==> config.mk <==
export PLATFORM = sky130hd
export DESIGN_NAME = panel_ctrl_flat
export DESIGN_NICKNAME = d
export VERILOG_FILES = /design/src/rtl/panel_ctrl_if.sv /design/src/rtl/panel_ctrl.sv /design/src/flat_wrapper.sv
export SDC_FILE = /design/constraint.sdc
export NUM_CORES = 1
export LEC_CHECK = 0
export CORE_MARGIN = 3
export CORE_UTILIZATION = 52
export CTS_CLUSTER_SIZE = 30
export DETAILED_ROUTE_END_ITERATION = 10
export PLACE_DENSITY_LB_ADDON = 0.25
export SETUP_SLACK_MARGIN = 0.5
export SLEW_MARGIN = 20
export SYNTH_ARGS = -nofsm -noshare
export SYNTH_HDL_FRONTEND = slang
export SYNTH_SLANG_ARGS = --single-unit
==> constraint.sdc <==
create_clock -name CLK -period 2.3 [get_ports CLK]
set_input_delay 0.69 -clock CLK [delete_from_list [all_inputs] [get_ports CLK]]
set_output_delay 0.69 -clock CLK [all_outputs]
set_load 0.02 [all_outputs]
==> src/rtl/panel_ctrl_if.sv <==
// panel_ctrl_if: panel-to-memory request/acknowledge port
interface panel_ctrl_if #(
   parameter int AW = 12
) ();
   logic          MEM_REQ;
   logic          MEM_WE;
   logic [AW-1:0] MEM_ADDR;
   logic [AW-1:0] MEM_WDATA;
   logic [AW-1:0] MEM_RDATA;
   logic          MEM_ACK;

   modport master (
      output MEM_REQ, MEM_WE, MEM_ADDR, MEM_WDATA,
      input  MEM_RDATA, MEM_ACK
   );

   modport slave (
      input  MEM_REQ, MEM_WE, MEM_ADDR, MEM_WDATA,
      output MEM_RDATA, MEM_ACK
   );
endinterface

==> src/rtl/panel_ctrl.sv <==
// panel_ctrl: console switch debounce, sequencer pulses and panel memory cycles
module panel_ctrl #(
   parameter int DEBOUNCE = 16,
   parameter int TIMEOUT  = 8,
   parameter int AW       = 12
) (
   input  logic          CLK,
   input  logic          RESET_N,
   input  logic          SW_START,
   input  logic          SW_HALT,
   input  logic          SW_STEPM,
   input  logic          SW_STEPI,
   input  logic          SW_LA,
   input  logic          SW_DEP,
   input  logic          SW_EXAM,
   input  logic [AW-1:0] SR,
   input  logic          CPU_IDLE,
   output logic          RUN,
   output logic          HALT,
   output logic          STEPM,
   output logic          STEPI,
   output logic [AW-1:0] DISP_MA,
   output logic [AW-1:0] DISP_MB,
   output logic          BUSY,
   output logic          MEM_ERR,
   panel_ctrl_if.master  mem
);
   localparam int CW = $clog2(DEBOUNCE + 1);
   localparam int TW = $clog2(TIMEOUT + 1);

   typedef enum logic [1:0] {IDLE, WRITE, READ} state_t;

   state_t        state;
   logic [6:0]    raw;
   logic [6:0]    lvl;
   logic [6:0]    press;
   logic [6:0]    sel;
   logic [CW-1:0] dcnt [7];
   logic [TW-1:0] tcnt;
   logic [AW-1:0] pa;
   logic          idle_ok;

   // bit order is press priority: HALT, START, STEPI, STEPM, LA, DEP, EXAM
   assign raw     = {SW_EXAM, SW_DEP, SW_LA, SW_STEPM, SW_STEPI, SW_START, SW_HALT};
   assign sel     = press & (~press + 7'd1);
   assign idle_ok = CPU_IDLE && state == IDLE;
   assign DISP_MA = pa;
   assign mem.MEM_ADDR = pa;
   assign BUSY    = state != IDLE;

   // debounce each switch; a rising flip of the settled level is one press
   always_ff @(posedge CLK or negedge RESET_N) begin
      if (!RESET_N) begin
         lvl   <= '0;
         press <= '0;
         for (int i = 0; i < 7; i++) dcnt[i] <= '0;
      end else begin
         for (int i = 0; i < 7; i++) begin
            press[i] <= 1'b0;
            if (raw[i] != lvl[i]) begin
               if (dcnt[i] == CW'(DEBOUNCE - 1)) begin
                  lvl[i]   <= raw[i];
                  dcnt[i]  <= '0;
                  press[i] <= raw[i];
               end else begin
                  dcnt[i] <= dcnt[i] + CW'(1);
               end
            end else begin
               dcnt[i] <= '0;
            end
         end
      end
   end

   // panel FSM: sequencer pulses, load address, deposit/examine with timeout
   always_ff @(posedge CLK or negedge RESET_N) begin
      if (!RESET_N) begin
         state         <= IDLE;
         RUN           <= 1'b0;
         HALT          <= 1'b0;
         STEPM         <= 1'b0;
         STEPI         <= 1'b0;
         pa            <= '0;
         DISP_MB       <= '0;
         MEM_ERR       <= 1'b0;
         tcnt          <= '0;
         mem.MEM_REQ   <= 1'b0;
         mem.MEM_WE    <= 1'b0;
         mem.MEM_WDATA <= '0;
      end else begin
         HALT  <= sel[0];
         RUN   <= sel[1] && idle_ok;
         STEPI <= sel[2] && idle_ok;
         STEPM <= sel[3] && idle_ok;
         case (state)
            IDLE: begin
               if (CPU_IDLE) begin
                  if (sel[4]) begin
                     pa <= SR;
                  end else if (sel[5] || sel[6]) begin
                     state         <= sel[5] ? WRITE : READ;
                     mem.MEM_REQ   <= 1'b1;
                     mem.MEM_WE    <= sel[5];
                     mem.MEM_WDATA <= sel[5] ? SR : mem.MEM_WDATA;
                     MEM_ERR       <= 1'b0;
                     tcnt          <= TW'(1);
                  end
               end
            end
            WRITE, READ: begin
               if (mem.MEM_ACK) begin
                  DISP_MB     <= state == WRITE ? mem.MEM_WDATA : mem.MEM_RDATA;
                  pa          <= pa + AW'(1);
                  mem.MEM_REQ <= 1'b0;
                  mem.MEM_WE  <= 1'b0;
                  state       <= IDLE;
               end else if (tcnt == TW'(TIMEOUT)) begin
                  MEM_ERR     <= 1'b1;
                  mem.MEM_REQ <= 1'b0;
                  mem.MEM_WE  <= 1'b0;
                  state       <= IDLE;
               end else begin
                  tcnt <= tcnt + TW'(1);
               end
            end
            default: state <= IDLE;
         endcase
      end
   end
endmodule

==> src/flat_wrapper.sv <==
// flat-port wrapper written by rule: the top's interface ports become plain ports
module panel_ctrl_flat 
#(
   parameter int DEBOUNCE = 16,
   parameter int TIMEOUT  = 8,
   parameter int AW       = 12
)
  (CLK, RESET_N, SW_START, SW_HALT, SW_STEPM, SW_STEPI, SW_LA, SW_DEP, SW_EXAM, SR, CPU_IDLE, RUN, HALT, STEPM, STEPI, DISP_MA, DISP_MB, BUSY, MEM_ERR, mem_MEM_REQ, mem_MEM_WE, mem_MEM_ADDR, mem_MEM_WDATA, mem_MEM_RDATA, mem_MEM_ACK);
  panel_ctrl_if #(.AW(AW)) mem_i ();
  input  logic CLK;
  input  logic RESET_N;
  input  logic SW_START;
  input  logic SW_HALT;
  input  logic SW_STEPM;
  input  logic SW_STEPI;
  input  logic SW_LA;
  input  logic SW_DEP;
  input  logic SW_EXAM;
  input  logic [AW-1:0] SR;
  input  logic CPU_IDLE;
  output logic RUN;
  output logic HALT;
  output logic STEPM;
  output logic STEPI;
  output logic [AW-1:0] DISP_MA;
  output logic [AW-1:0] DISP_MB;
  output logic BUSY;
  output logic MEM_ERR;
  output wire logic [$bits(mem_i.MEM_REQ)-1:0] mem_MEM_REQ;
  output wire logic [$bits(mem_i.MEM_WE)-1:0] mem_MEM_WE;
  output wire logic [$bits(mem_i.MEM_ADDR)-1:0] mem_MEM_ADDR;
  output wire logic [$bits(mem_i.MEM_WDATA)-1:0] mem_MEM_WDATA;
  input wire logic [$bits(mem_i.MEM_RDATA)-1:0] mem_MEM_RDATA;
  input wire logic [$bits(mem_i.MEM_ACK)-1:0] mem_MEM_ACK;
  assign mem_MEM_REQ = mem_i.MEM_REQ;
  assign mem_MEM_WE = mem_i.MEM_WE;
  assign mem_MEM_ADDR = mem_i.MEM_ADDR;
  assign mem_MEM_WDATA = mem_i.MEM_WDATA;
  assign mem_i.MEM_RDATA = mem_MEM_RDATA;
  assign mem_i.MEM_ACK = mem_MEM_ACK;
  panel_ctrl #(.DEBOUNCE(DEBOUNCE), .TIMEOUT(TIMEOUT), .AW(AW)) u_core (.CLK(CLK), .RESET_N(RESET_N), .SW_START(SW_START), .SW_HALT(SW_HALT), .SW_STEPM(SW_STEPM), .SW_STEPI(SW_STEPI), .SW_LA(SW_LA), .SW_DEP(SW_DEP), .SW_EXAM(SW_EXAM), .SR(SR), .CPU_IDLE(CPU_IDLE), .RUN(RUN), .HALT(HALT), .STEPM(STEPM), .STEPI(STEPI), .DISP_MA(DISP_MA), .DISP_MB(DISP_MB), .BUSY(BUSY), .MEM_ERR(MEM_ERR), .mem(mem_i));
endmodule
; ---- Word-level counts from Yosys, hierarchy flattened
; Cells that the tools add are included.
; Widths: inputs -> output; s select.
[word_totals]
regBits = 98
in_bits = 35
output_inout_bits = 56
wordCells = 151
[op_classes]
n_addsub = 10
n_eq_ne = 26
mux = 62
bitwise = 3
n_reduce_logical = 23
[ops]
columns = op, count
row1 = $mux 5, 14
row2 = $mux 12, 4
row3 = $add 5x1->5 const B, 7
row4 = $eq 5x4->1 const B, 7
row5 = $mux 1, 27
row6 = $pmux 12 s2, 1
row7 = $mux 4, 5
row8 = $reduce_and 2->1, 8
row9 = $add 12x1->12 const B, 1
row10 = $mux 2, 6
row11 = $ne 2x2->1 const B, 6
row12 = $reduce_and 6->1, 2
row13 = $reduce_and 5->1, 2
row14 = $pmux 4 s2, 1
row15 = $reduce_and 4->1, 2
row16 = $add 7x1->7 const B, 1
row17 = $and 7x7->7, 1
row18 = $ne 1x1->1, 7
row19 = $not 7->7, 1
row20 = $pmux 1 s2, 3
row21 = $add 4x1->4 const B, 1
row22 = $eq 4x4->1 const B, 1
row23 = $logic_and 1x1->1, 4
row24 = $ne 2x1->1 const B, 2
row25 = other kinds (9), 10

; ---- Logic depth before layout (Yosys ltp)
; Gate-level depths: netlist of run 1.
[depth]
word_depth = 8
ltp_mapped = 8
mapped_depth_nobuf = 6

; ---- Least setup slack after synthesis of run 1
; OpenSTA, ideal clock, no wires.
[synth_timing]
path_type = input to register
start = input CPU_IDLE
end = register u_core.tcnt[2]
setup_time_ps = 126
t_arrival_ps = 2120
t_required_ps = 2174
path_slack_ps = 54
path_stages = 5
path_buffers = 1
cell_sequence = or4b_1 > buf_2 > o41ai_4 > o21ai_2 > a221o_1
[synth_via]
elab_chain_len = 2
[synth_lines]
columns = item, line_no
row1 = "start, declared", flat_wrapper.sv:20  ; input logic CPU_IDLE;
row2 = $ne 2x2->1 (no line), --
row3 = $reduce_and 6->1 (no line), --
row4 = "end signal, assigned", panel_ctrl.sv:123  ; tcnt <= tcnt + TW'(1);
row5 = "end, declared", panel_ctrl.sv:39  ; logic [TW-1:0] tcnt;
; No other way between the ends.
; A chain may end at the register's enable or synchronous reset.

; ---- Worst setup path in the final report of run 1
[layout_timing]
start = register u_core.press[1]
end = register u_core.pa[6], in the netlist u_core.DISP_MA[6]
[layout_via]
elab_chain_len = 5
[layout_lines]
columns = item, line_no
row1 = "start, declared", panel_ctrl.sv:36  ; logic [6:0] press;
row2 = "start signal, assigned by index", panel_ctrl.sv:64  ; press[i] <= raw[i];
row3 = $not 7->7, panel_ctrl.sv:45  ; assign sel = press & (~press + 7'd1);
row4 = $add 7x1->7, panel_ctrl.sv:45
row5 = $and 7x7->7, panel_ctrl.sv:45
row6 = $ne 2x1->1 (no line), --
row7 = $reduce_and 4->1 (no line), --
row8 = "end signal, assigned", panel_ctrl.sv:113  ; pa <= pa + AW'(1);
row9 = "end, declared", panel_ctrl.sv:40  ; logic [AW-1:0] pa;
; No other way between the ends.

==> impl_summary.md, run 1 <==
Logic synthesis
The mean instance size in the synthesized netlist is 10.80 sq um. The dominant register cell in the synthesized netlist is dfrtp_1. The number of flip-flops and latches in the synthesized netlist is 98. The number of distinct standard cells referenced by the synthesized netlist is 47. The area share of the largest cell type after synthesis is 0.5344. The cell area that synthesis handed to floorplanning was 4589 sq um.

The share of async-settable or async-resettable flops after synthesis is 1.000. The Yosys step of the flow raised 0 warnings. By area the synthesized netlist is led by dfrtp_1 (53%), mux2_2 (4.9%), o21ai_0 (3.4%), ha_1 (3.3%), mux2i_1 (3.1%). The synthesized design contains 0 enable-type register cells. The post-synthesis net count is 472. For this run, the register share of the synthesized area comes to 0.5344. The cell count after synthesis came out at 425.

Of all cell types, the one taking the most synthesized area is dfrtp_1.

Finish
From synthesis to final layout, the design area changed by 32.42%. Leaving out filler cells and counting taps, the final layout contains 653. The ratio of cells with drive above 1 in the final layout is 0.2573. The top cell types in the final layout, fill and taps aside, are dfrtp_1 (93), clkdlybuf4s50_1 (32), buf_4 (32), nor2_1 (29), a21oi_1 (27). The layout net count is 590. The library cell used most frequently in the layout, excluding fill and tap cells, is dfrtp_1. The area of all placed cells without fillers is 6077 sq um. The number of antenna cells inserted is 0.

Floorplan
The die is 99.95 microns tall. The area of the core is 8382 sq um. Measured along the x axis, the die boundary spans 99.95 microns. For this configuration, the core starts out at a cell density of 0.5475.

The total die area is 9989 sq um. 91 I/O pins were placed. After floorplanning, the core was divided into 33 placement rows.

STA
The number of hold violations in the final report is 0. The total of endpoints with negative setup slack in the final report is 0. The final clock period utilization by the worst path is 0.8438. Derived from the worst setup path, the maximum achievable clock frequency is 0.5153 GHz.

The final-report max-slew violation count is 0. Setup repair after global routing could not meet its margin everywhere. The final critical delay including setup and external delays is 1.941 ns.

In this run the tightest slew margin relative to its limit is 0.6501. The setup TNS after final layout is 0 ns. Clock skew on the completed layout was measured at 0.01208 ns. The pin slew with the least headroom to its limit is 0.5249 ns. Hold is met by 0.2969 ns.

Placement
The placed wire-length estimate is 7589 microns. The total cell area at the placement stage is 5653 sq um. The last weighted congestion value of the routability-driven placer is 0.8753. The number of placed instances, taps included is 613. Buffers placed on the I/O ports in this run total 90.

Clock tree
The number of hold buffers added after CTS was 0. The latest clock arrival within the worst-skew pair is 0.36 ns. Clock tree synthesis inserted a total of 9 buffers. The clock passes through at most 2 buffers.

The root cell of the clock tree is clkbuf_8. TritonCTS built the clock tree. After clock tree synthesis, the clock-pin slew on the worst setup and hold paths is 0.10 ns. The H-tree depth is 3.

The clock drives 98 sinks.

GRT
Entering global routing, the biggest net connects 41 pins. The via count of the first global-routing pass is 3592. The total global routing overflow is 0. The number of antenna violations at the first check in global routing is 0. The first-pass GRT wire length is 17270 microns. The overall track demand over capacity in global routing is 0.2190.

Critical path
The classification of the worst setup path is flop to flop. The arrival time at the worst endpoint is 2.19 ns. The worst setup path is launched from a flop.

STA classifies the critical path endpoint as a flop. For the worst setup path, the data required time is 2.55 ns. Of all nets on the critical path, the largest fanout is 11.

Pwr
Dividing total power by cell area gives a power density of 1048 nW/um^2. The completed layout was analyzed and its total power is 6367 uW. The highest ir drop seen on vdd is 0.5403 mV.

The analysis attributes to cell leakage a power of 0.002798 uW.

Drt
The count of nets left with antenna violations once routing finished came out at 0. The wire length per cell is 16.60 microns. The detailed-router iteration count before antenna repair is 4.

The initial DRC count is 191. The wire length after detailed routing is 10840 microns. The vias per cell is 5.585.

For this run, design rule violations remaining after detail routing come to 0. The final route contains 3647 vias.

Run
Max-cap violations in this run came to 0.

Run status
The run finished with clean final reports.

Hold path
The worst min-delay path category is input port to asynchronous set/reset pin.
-- power breakdown --
group	internal (uW)	switching, uW	leakage [uW]
sequential	2040	291	0.00127
clock	491	593	0.000103
combinational	1340	1610	0.00142
total	3870	2490	0.00280
-- final timing paths --
kind / from / to / slack (ns) / cells past startpoint
max reg2reg: u_core.press[1] / u_core.DISP_MA[6] / 0.36 / 8
min: RESET_N / u_core.DISP_MB[3] / 0.30 / 1
min reg2reg: u_core.press[0] / u_core.HALT / 0.46 / 0
max in group asynchronous: RESET_N / u_core.DISP_MA[11] / 1.39 / 2
min in group CLK: u_core.press[0] / u_core.HALT / 0.46 / 0
max: u_core.press[1] / u_core.DISP_MA[6] / 0.36 / 8
-- per-layer routing --
layer | GRT usage | wire [microns] | part of all wire
met2 | 0.3756 | 5495 | 0.51
met5 | 0 | 0 | 0
met3 | 0.03336 | 654 | 0.060
met1 | 0.2810 | 4423 | 0.41
met4 | 0.08298 | 269 | 0.025
-- cell usage after synthesis (12+ instances only) --
master   count
o21ai_0     31
ha_1        12
dfrtp_1     98
nor2_1      29
nand2_1     25
buf_4       12
nand3_1     20
inv_1       15
mux2_2      20
mux2i_1     14
a21oi_1     27
-- layout make-up --
type | instances | area [sq um]
flip-flops and latches | 98 | 2459
fillers | 585 | 2305
multi-input cells | 287 | 2009
repair buffers | 132 | 1219
clock buffers | 12 | 165.2
well taps | 105 | 131.4
inverters | 15 | 62.56
clock inverters | 4 | 31.28
-- cells by family after synthesis --
logic type / after synthesis / synth area share
and+or+nand+nor: 136 / 0.1589
xor gates and xnor gates: 17 / 0.03244
adders and majority gates: 12 / 0.03271
muxes: 34 / 0.07961
DFF: 98 / 0.5344
buffers and inverters: 40 / 0.04335
AOI/OAI and AO/OA: 88 / 0.1186
-- stage by stage --
step / setup slack [ns] / utilization
after floorplan: 0.1546 / -
after global placement: -0.2453 / 0.6744
after detailed placement: -0.3098 / 0.6744
after CTS: 0.3108 / 0.7186
after global routing: 0.3193 / 0.7250
final: 0.3593 / 0.7250
-- registers in the layout, summed over array words and instances (netlist names), 2 cells and up --
| signal | count |
|---|---|
| u_core.DISP_MA | 12 |
| u_core.mem.MEM_WDATA | 12 |
| u_core.dcnt | 35 |
| u_core.tcnt | 4 |
| u_core.lvl | 7 |
| u_core.DISP_MB | 12 |
| u_core.press | 7 |
| u_core.state | 2 |
-- repair_timing --
| action | 4_1_cts | 5_1_grt |
|---|---|---|
| setup endpoints to repair | 77 | 77 |
| gates resized for setup | 138 | 48 |
| gates cloned | 0 | 0 |
| setup buffers | 15 | 9 |
| pin swaps | 9 | 10 |
-- critical path, cell delays in order (launching register included) --
cell	delay, ns
dfrtp_1	0.39
or4b_4	0.58
buf_6	0.14
buf_6	0.12
o21ai_2	0.13
buf_6	0.13
and2_4	0.15
buf_12	0.13
a21oi_1	0.06
No activity file was read; power rests on OpenSTA's default activity.
==> run 2: changes to the inputs <==
clock period = 1.8 ns   (was 2.3 ns; I/O delays follow)
==> run 2 against run 1 <==
  * The flow now finishes with violations (setup timing)
  * Non-clock buffer count grew 82
  * Core utilization grew 16 points
  * Largest power group unchanged
  * Highest routed layer unchanged
  * Critical endpoint is now u_core.DISP_MA[8]
  * Clock-buffer cell count shrank 2
  * Worst setup slack lost 0.62 ns
  * Cell count grew 13%
  * First-iteration DRC count grew to 2.9 times the previous value
  * Largest cell class unchanged
  * Global-route usage grew 5.2 points
  * Register-to-register slack lost 0.62 ns
==> impl_summary.md, run 2 (synthesis results as in run 1) <==
Placement
The placed wire-length estimate is 7959 microns (+4.9%). The number of port buffers is 90 (unchanged). The last weighted congestion value of the routability-driven placer came to 0.9168 (+4.7%).

STA
The total of endpoints with negative setup slack in the final report came to 31 (+31). The final-report max-slew violation count is 0 (unchanged). The pin slew with the least headroom to its limit is 0.4489 ns (-0.07603 ns). The clock skew after layout was 0.01460 ns (+0.002521 ns).

The maximum frequency from static timing analysis is 0.4847 GHz (-5.9%). The setup TNS after final layout is -3.788 ns (-3.788 ns). The final clock period utilization by the worst path is 1.146 (+0.3024).

The setup slack of the critical path after layout was -0.2632 ns (-0.6225 ns). The number of hold violations in the final report came to 0 (unchanged). Setup repair after global routing could not meet its margin everywhere. The final critical delay including setup and external delays is 2.063 ns (+0.1225 ns). The worst slew margin relative to its limit is 0.7007 (+0.05069). The worst hold margin is 0.04594 ns (-0.2510 ns).

GRT
The overall track demand over capacity in global routing is 0.2711 (+0.05205). The via count of the first global-routing pass is 4351 (+21%). The total global routing overflow is 0 (unchanged). The first-pass GRT wire length was 21300 microns (+23%).

The number of antenna violations at the first check in global routing is 0 (unchanged). The largest net degree at the start of global routing is 50 (+22%).

Drt
The via count came to 4651 (+28%). The initial DRC count is 561 (+190%). The DRC violation count after routing is 0 (unchanged). The remaining number of nets flagged by the antenna check after routing is 0 (unchanged).

The vias per cell came to 6.328 (+13%). The wire length after detailed routing came to 17480 microns (+61%). The wire length per cell is 23.79 microns (+43%). The detailed-router iteration count before antenna repair is 7 (+3).

Clock tree
The clock edge transition at the registers on the reported setup and hold paths is 0.11 ns (about the same). The number of buffers created by CTS is 9 (unchanged). The H-tree depth is 3 (unchanged).

TritonCTS built the clock tree. The count of clock tree sinks is 98 (unchanged). The latest clock arrival within the worst-skew pair was 0.38 ns (+0.02 ns). The root cell of the clock tree is clkbuf_8. The maximum buffer depth of the clock tree is 2 (unchanged).

Critical path
The worst reg-to-reg setup slack came to -0.26 ns (-0.62 ns). The arrival time at the worst endpoint is 2.36 ns (+0.17 ns). The critical path required time was 2.10 ns (-0.45 ns). The worst setup path is launched from a flop. The worst setup path is captured at a flop.

The classification of the worst setup path is flop to flop. The maximum fanout along the worst path was 5 (-6).

Floorplan
The cell row count was 33 (unchanged). The area of the core is 8382 sq um (unchanged). The horizontal die dimension is 99.95 microns (unchanged).

The height of the chip came to 99.95 microns (unchanged). The number of ports placed on the die boundary is 91 (unchanged). The initial cell density of the core is 0.5475 (unchanged). The total die area came to 9989 sq um (unchanged).

Pwr
The total power came to 10770 uW (+69%). The total power density per cell area was 1446 nW/um^2 (+38%). The highest ir drop seen on vdd came to 0.8384 mV (+55%). The total leakage power is 0.003493 uW (+25%).

Run
The number of maximum-capacitance violations came to 0 (unchanged).

Finish
The ratio of cells with drive above 1 in the final layout is 0.4762 (+0.2189). The number of antenna cells inserted is 0 (unchanged). The layout net count is 672 (+14%).

The flip-flop count of the largest register after layout was 35 (unchanged). The library cells used most frequently in the layout, excluding fill and tap cells, are buf_4 (95), dfrtp_1 (92), buf_6 (74), clkdlybuf4s50_1 (31), nor2_1 (28). The final-layout fill cell count is 331 (-43%). The commonest non-fill, non-tap cell in the layout is buf_4. The post-layout utilization of the core was 0.8889 (+0.1639). The layout-stage area growth over the synthesis result is 62.35%. The register with the most flip-flops is u_core.dcnt.

Hold path
The worst min-delay path category is input port to asynchronous set/reset pin.

Run status
The final reports fail on setup timing. The flow ran to the end, but the final reports show violations.
[run 2: layout make-up]
class,instances,area (sq um),area share
Sequential cell,98,2460,0.3301
Multi-Input combinational cell,287,2390,0.3207
Timing Repair Buffer,214,2143,0.2877
Clock inverter,6,137.6,0.01847
Tap cell,105,131.4,0.01763
Clock buffer,10,127.6,0.01713
Inverter,15,61.31,0.008228
[run 2: final timing paths]
check | depth (start not counted) | from | to
setup / recovery | 8 | u_core.press[0] | u_core.DISP_MA[8]
setup reg to reg | 8 | u_core.press[0] | u_core.DISP_MA[8]
hold reg to reg | 1 | u_core.lvl[0] | u_core.press[0]
min in group CLK | 1 | u_core.lvl[0] | u_core.press[0]
max in group asynchronous | 2 | RESET_N | u_core.DISP_MA[0]
hold / removal | 1 | RESET_N | u_core.lvl[3]
[run 2: layer usage]
| layer | global-route usage | part of all wire | up-vias |
|---|---|---|---|
| li1 | - | - | 1906 |
| met1 | 0.3272 | 0.36 | 2293 |
| met2 | 0.4736 | 0.50 | 346 |
| met3 | 0.04656 | 0.083 | 106 |
| met4 | 0.1239 | 0.058 | 0 |
| met5 | 0 | 0 | - |
[run 2: report_power, final]
group | leakage (uW) | internal [uW] | switching, uW | total [uW]
clock network | 0.000131 | 1070 | 842 | 1910
logic | 0.00209 | 2850 | 2970 | 5810
registers | 0.00127 | 2610 | 436 | 3050
total | 0.00349 | 6530 | 4240 | 10800
[run 2: per-stage QoR]
step	std cells	instance area (sq um)	worst slack, ns
floorplan	425	4648	-0.1954
global placement	629	5821	-0.6265
detailed placement	629	5821	-0.6809
CTS	705	6873	-0.2194
global route	735	7451	-0.2951
finish	735	7451	-0.2632
[run 2: timing repair]
action / in CTS / in global routing
hold buffers: 0 / 0
cloned: 2 / 3
gates resized for setup: 413 / 68
pin swaps: 17 / 16
endpoints found under the setup margin: 112 / 131
buffers inserted: 58 / 27
[run 2: critical path: stages, from the launching register on]
cell	delay, ns
dfrtp_1	0.40
or4b_4	0.59
buf_6	0.15
buf_6	0.10
o21ai_2	0.14
buf_6	0.14
clkbuf_16	0.14
a31oi_1	0.14
a21oi_2	0.19
==> run 3: changes to the inputs <==
CORE_UTILIZATION = 45   (was 52)
==> run 3 against run 2 <==
  * The run still ends with setup timing left
  * Sequential share of layout area is 1.6 points higher
  * Worst setup slack improved by 0.10 ns
  * Non-clock buffer count shrank 19
  * Die area is 15% higher
  * Hold slack better by 0.19 ns
  * Register-to-register slack improved by 0.10 ns
  * Flip-flop and latch count unchanged
  * Cell count is 1.2% higher
  * Final area decreased by 4.7%
  * Core utilization shrank 17 points
==> impl_summary.md, run 3 (synthesis results as in run 1) <==
Pwr
The total power density per cell area is 1352 nW/um^2 (-6.5%). The total leakage power was 0.003319 uW (-5.0%). The register share of total power is 0.315 (+0.032). The highest ir drop seen on vdd came to 0.6471 mV (-23%). The total power is 9599 uW (-11%).

The switching share of total power is 0.3723 (-0.02160). The power share of the clock group came to 0.171 (-0.007). The reported net switching power is 3573 uW (-16%). The combinational share of power came to 0.514 (-0.025).

The cell-internal power is 6026 uW (-7.7%).

Floorplan
The horizontal die dimension came to 107.0 microns (+7.0%). The number of ports placed on the die boundary is 91 (unchanged). The height of the chip is 107.0 microns (+7.0%). The area of the core is 9864 sq um (+18%). The total die area came to 11450 sq um (+15%). The cell row count was 36 (+9.1%). The initial cell density of the core is 0.4652 (-0.08230).

Clock tree
The total of hold buffers inserted after clock tree synthesis came to 0 (unchanged). The clock edge transition at the registers on the reported setup and hold paths was 0.10 ns (about the same). The root cell of the clock tree is clkbuf_8. The maximum buffer depth of the clock tree is 2 (unchanged).

The H-tree depth is 3 (unchanged). The latest clock arrival within the worst-skew pair is 0.36 ns (-0.02 ns). TritonCTS built the clock tree. The count of clock tree sinks is 98 (unchanged). The number of buffers created by CTS is 9 (unchanged).

Placement
The number of port buffers came to 90 (unchanged). The placed wire-length estimate is 7371 microns (-7.4%). The last weighted congestion value of the routability-driven placer came to 0.9029 (-1.5%).

GRT
The first-pass GRT wire length is 19030 microns (-11%). The total global routing overflow is 0 (unchanged). The number of antenna violations at the first check in global routing is 0 (unchanged). The overall track demand over capacity in global routing is 0.2087 (-0.06240).

The via count of the first global-routing pass was 3954 (-9.1%). The largest net degree at the start of global routing was 99 (+98%).

Critical path
The worst reg-to-reg setup slack was -0.16 ns (+0.10 ns). The cell repeated most along the worst path is buf_6. The critical path goes through or4b_4 -> buf_4 -> buf_6 -> o21ai_2 -> buf_6 -> and2_4 -> buf_12 -> a21oi_1. The arrival time at the worst endpoint came to 2.21 ns (-0.15 ns). The critical path required time is 2.05 ns (-0.05 ns). Among all stages on the critical path, the largest delay is contributed by or4b_4. The count of buffer and inverter cells on the critical path is 4 (unchanged). In this run the critical register-to-register path is launched from u_core.press[0]. STA classifies the critical path endpoint as a flop. The nature of the critical path startpoint is a flop. The worst reg2reg path endpoint is u_core.DISP_MA[3]. The maximum cell stage delay along the critical path is 0.58 ns (about the same). The maximum fanout along the worst path was 11 (+6). The critical path's top delay family is simple AND/OR/NAND/NOR gates. The classification of the worst setup path is flop to flop.

The number of cells traversed by the worst register-to-register path is 8 (unchanged).

Run
The number of maximum-capacitance violations came to 0 (unchanged).

Drt
The remaining number of nets flagged by the antenna check after routing was 0 (unchanged). The vias per cell came to 5.344 (-16%). The DRC violation count after routing is 0 (unchanged). The initial DRC count came to 195 (-65%).

The wire length after detailed routing was 12270 microns (-30%). The wire length per cell is 16.49 microns (-31%). The detailed-router iteration count before antenna repair was 4 (-3). The via count is 3976 (-15%).

Finish
The layout net count was 653 (-2.8%). The flip-flop count of the largest register after layout is 35 (unchanged). The register area is 2459 sq um (about the same). The ratio of cells with drive above 1 in the final layout came to 0.4157 (-0.06048). The final-layout fill cell count is 670 (+100%). Relative to the synthesized area, the layout overhead comes to 54.72%. The post-layout utilization of the core came to 0.7198 (-0.1691). The register with the most flip-flops is u_core.dcnt. The number of antenna cells inserted is 0 (unchanged). The footprint of the multi-input gates is 2261 sq um (-5.4%). The library cell used most frequently in the layout, excluding fill and tap cells, is dfrtp_1. In the layout the commonest cells are dfrtp_1 (93), buf_4 (79), buf_6 (75), clkdlybuf4s50_1 (31), nor2_1 (29).

STA
The final-report max-slew violation count is 0 (unchanged). Setup repair after global routing could not meet its margin everywhere. The final clock period utilization by the worst path came to 1.090 (-0.05647). The final critical delay including setup and external delays is 1.962 ns (-0.1016 ns). The total of endpoints with negative setup slack in the final report is 19 (-39%). The clock skew after layout was 0.01779 ns (+0.003188 ns). The maximum frequency from static timing analysis came to 0.5098 GHz (+5.2%). The worst slew margin relative to its limit is 0.6523 (-0.04842).

The number of hold violations in the final report is 0 (unchanged). The pin slew with the least headroom to its limit is 0.5215 ns (+0.07263 ns). The setup slack of the critical path after layout is -0.1615 ns (+0.1016 ns).

Run status
The checks that failed: setup timing. The run finished, with violations left.

Hold path
In this run the worst hold path is classified as input port to asynchronous set/reset pin.
run 3: changes by cell type in the layout (fill, tap and decap cells not counted), sizes merged:
cell	previous run	this run
dlymetal6s2s	1	0
clkbuf	13	11
dlygate4sd2	1	2
bufinv	4	2
inv	15	17
buf	178	161
run 3: worst max-delay path by stage:
stage | start | endpoint | slack, ns | cells past startpoint
global placement | CPU_IDLE | u_core.tcnt[1] | -0.61 | 5
finish | u_core.press[0] | u_core.DISP_MA[3] | -0.16 | 8
global route | u_core.press[0] | u_core.DISP_MA[3] | -0.21 | 8
detailed placement | CPU_IDLE | u_core.tcnt[2] | -0.70 | 5
floorplan | CPU_IDLE | u_core.tcnt[2] | -0.20 | 5
CTS | u_core.press[0] | u_core.tcnt[1] | -0.22 | 4
run 3: repair_timing:
item / in CTS / in global routing
setup buffers: 51 / 23
gates cloned: 0 / 1
setup endpoints to repair: 113 / 124
pin swaps: 15 / 17
gates resized for setup: 401 / 51
run 3: area by class of cell:
cell class | instances | area share
tap | 133 | 0.02344
clock buffer | 10 | 0.01938
multi-input combinational | 287 | 0.3184
sequential | 98 | 0.3463
inverter | 15 | 0.008634
clock inverter | 6 | 0.01339
timing repair buffer | 195 | 0.2705
run 3: per-stage QoR:
| step | setup slack [ns] | TNS, ns | hold WS (ns) | cells | area (sq um) |
|---|---|---|---|---|---|
| 6_report | -0.1615 | -2.205 | 0.2316 | 744 | 7101 |
| 5_1_grt | -0.2128 | -3.110 | 0.2544 | 744 | 7101 |
| 4_1_cts | -0.2246 | -1.045 | 0.2484 | 720 | 6685 |
| 3_5_place_dp | -0.7001 | -13.11 | 0.4616 | 653 | 5801 |
| 3_3_place_gp | -0.6140 | -11.84 | 0.4479 | 653 | 5801 |
| 2_1_floorplan | -0.1954 | -2.244 | 0.2444 | 425 | 4648 |
run 3: power by group through the flow:
stage | sequential (uW) | combinational, uW | clock, uW
3_5_place_dp | 3040 | 3560 | 0
2_1_floorplan | 3300 | 1820 | 0
6_report | 3020 | 4930 | 1640
3_3_place_gp | 3010 | 3490 | 0
4_1_cts | 2980 | 4390 | 1680
5_1_grt | 3060 | 5270 | 1780
run 3: routing by layer:
layer | part of all wire | routed length (microns) | track usage | vias up
li1 | - | - | - | 1871
met1 | 0.42 | 5092 | 0.2673 | 1943
met2 | 0.52 | 6320 | 0.3606 | 135
met3 | 0.049 | 605 | 0.03371 | 27
met4 | 0.020 | 248 | 0.07032 | 0
met5 | 0 | 0 | 0 | -
==> RTL edit (flow settings as in run 3) <==
Re-encode `state_t` (3 states) as one-hot, 3 bits wide.
--- a/src/rtl/panel_ctrl.sv
+++ b/src/rtl/panel_ctrl.sv
@@ -30,3 +30,3 @@
 
-   typedef enum logic [1:0] {IDLE, WRITE, READ} state_t;
+   typedef enum logic [2:0] {IDLE = 3'b001, WRITE = 3'b010, READ = 3'b100} state_t;
 
Behaviour: no difference found for any inputs over 10 cycles, from zero or initial values and one cycle with RESET_N low; not proved beyond that.
==> RTL edit against run 3 <==
Clock skew fell by 0.0071 ns. Critical path type is now reg2out. Non-clock buffer count fell by 12. Final cell count fell by 3.4%. Area after synthesis rose by 2.7%. Core utilization fell by 0.56 points. Critical path depth fell by 5. Via count fell by 3.3%. Hold slack got worse by 0.030 ns. The run still ends with setup timing left. Cell area rose by 0.58%. Sequential cell count rose by 1. Worst setup slack improved by 0.060 ns. Routed wire length fell by 3.1%.
Power is not compared: it rests on default switching activity, and its combinational part moved more than twofold at a synthesized area within 25%.
==> RTL edit: results (changes against run 3) <==
- Mux cell area share after synthesis: 0.0900 (+0.0104)
- Outcome: finished with violations
- Number of I/O port buffers: 90 (unchanged)
- Max reg flops: 35 (unchanged)
- Met2 Wirelength: 6.16 mm (-2.5%)
- Switching power: 0.00116 W
- Final Net Count: 626 (-4.1%)
- Slowest stage delay, CP: 0.56 ns (-0.02 ns)
- Register area share after synthesis: 0.526 (-0.00847)
- Synth cell count leaders: dfrtp_1 (98), nor2_1 (32), nand2_1 (22), o21ai_0 (22)
- Vias per Instance: 5.35 (about the same)
- Slowest-stage cell, CP: dfstp_2
- GR Layer Usage met3: 0.0388 (+0.00509)
- WL met3: 735 um (+21%)
- Final setup violation count: 11 (-8)
- Setup Crit Path Kind: reg2out
- Post-Synth Adder-Cell Area: 0.0265 (-0.00617)
- 1st-iter DRT viols: 110 (-44%)
- DRT met1 WL: 4.81 mm (-5.6%)
- First-pass GRT wire length: 18.5 mm (-2.9%)
- Failing checks: setup timing
- Synth unique cells: 57 (+21%)
- Critical Path AT: 1.36 ns (-0.85 ns)
- R2R Setup Slk: -0.02 ns (+0.14 ns)
- Dpl ws: -0.239 ns (+0.461 ns)
- Power Dens Cells: 614 nW/um2
- DP HPWL: 7.54 mm (+2.3%)
- All-Layer GR Usage: 0.200 (-0.00914)
- CP Max Fanout: 2 (-9)
- Setup crit end: BUSY
- Final worst slack: -0.101 ns (+0.0603 ns)
- Vias in the first global route: 3856 (-2.5%)
- Post-synthesis xor/xnor area fraction: 0.0427 (+0.0103)
- R2r endpoint: u_core.mem.MEM_WDATA[11]
- Pleak: ~3.4 nW
- Ys async rst share: 1.00 (unchanged)
- Clk pin slew, worst setup/hold paths: 0.10 ns (about the same)
- Delay-heaviest family, CP: flip-flops
- Met1 Track Usage GR: 0.244 (-0.0230)
- Reg2Reg Depth: 5 (-3)
- RR Startpoint: u_core.state[0]
- Tightest Pin Transition: 0.520 ns (-0.00141 ns)
- Post-Syn Nets: 457 (-3.2%)
- Layout cells sized above 1: 0.437 (+0.0211)
- CTS root buf: clkbuf_8
- Skew final: 0.0107 ns (-0.00706 ns)
- Synth Area in Compound Gates: 0.108 (-0.0111)
- Placed cell area: 5980 um2 (+3.0%)
- Top cells by area, synth: dfrtp_1 (52%), xor2_1 (3.5%), mux2_4 (3.2%)
- Gpl congestion: 0.853 (-5.5%)
- Final WL: 11.9 mm (-3.1%)
- Pin count of the biggest net entering global routing: 100 (+1.0%)
- Synth warn: 0 (unchanged)
- Met2 usage: 0.353 (-0.00804)
- Sequential share of power: 0.543
RTL edit: area by class of cell:
class,instances,area (um2)
clock inverters,5,42.5
inverters,18,67.6
clock buffers,11,151
repair buffers,183,1790
flip-flops and latches,99,2480
multi-input cells,270,2440
well taps,133,166
fillers,677,2860
RTL edit: timing repair:
action | in CTS | in global routing
setup buffers | 37 | 24
resized for setup | 366 | 58
endpoints found under the setup margin | 108 | 132
pin swaps | 6 | 12
gates cloned | 1 | 0
RTL edit: stage by stage:
stage / std cells / hold WS [ns] / util / setup TNS [ns]
global placement: 641 / 0.444 / 0.598 / -5.42
finish: 719 / 0.201 / 0.714 / -0.250
floorplan: 412 / 0.244 / - / 0
CTS: 695 / 0.227 / 0.666 / -0.429
global route: 719 / 0.238 / 0.714 / -0.900
detailed placement: 641 / 0.451 / 0.598 / -6.14
RTL edit: cells by family (layout without fill, tap and decap cells):
group	Yosys count	count (layout)
flops	99	99
buf+inv	43	217
compound gates	72	72
xor+xnor	23	23
simple gates	129	129
fa+ha+maj	10	10
mux	36	36
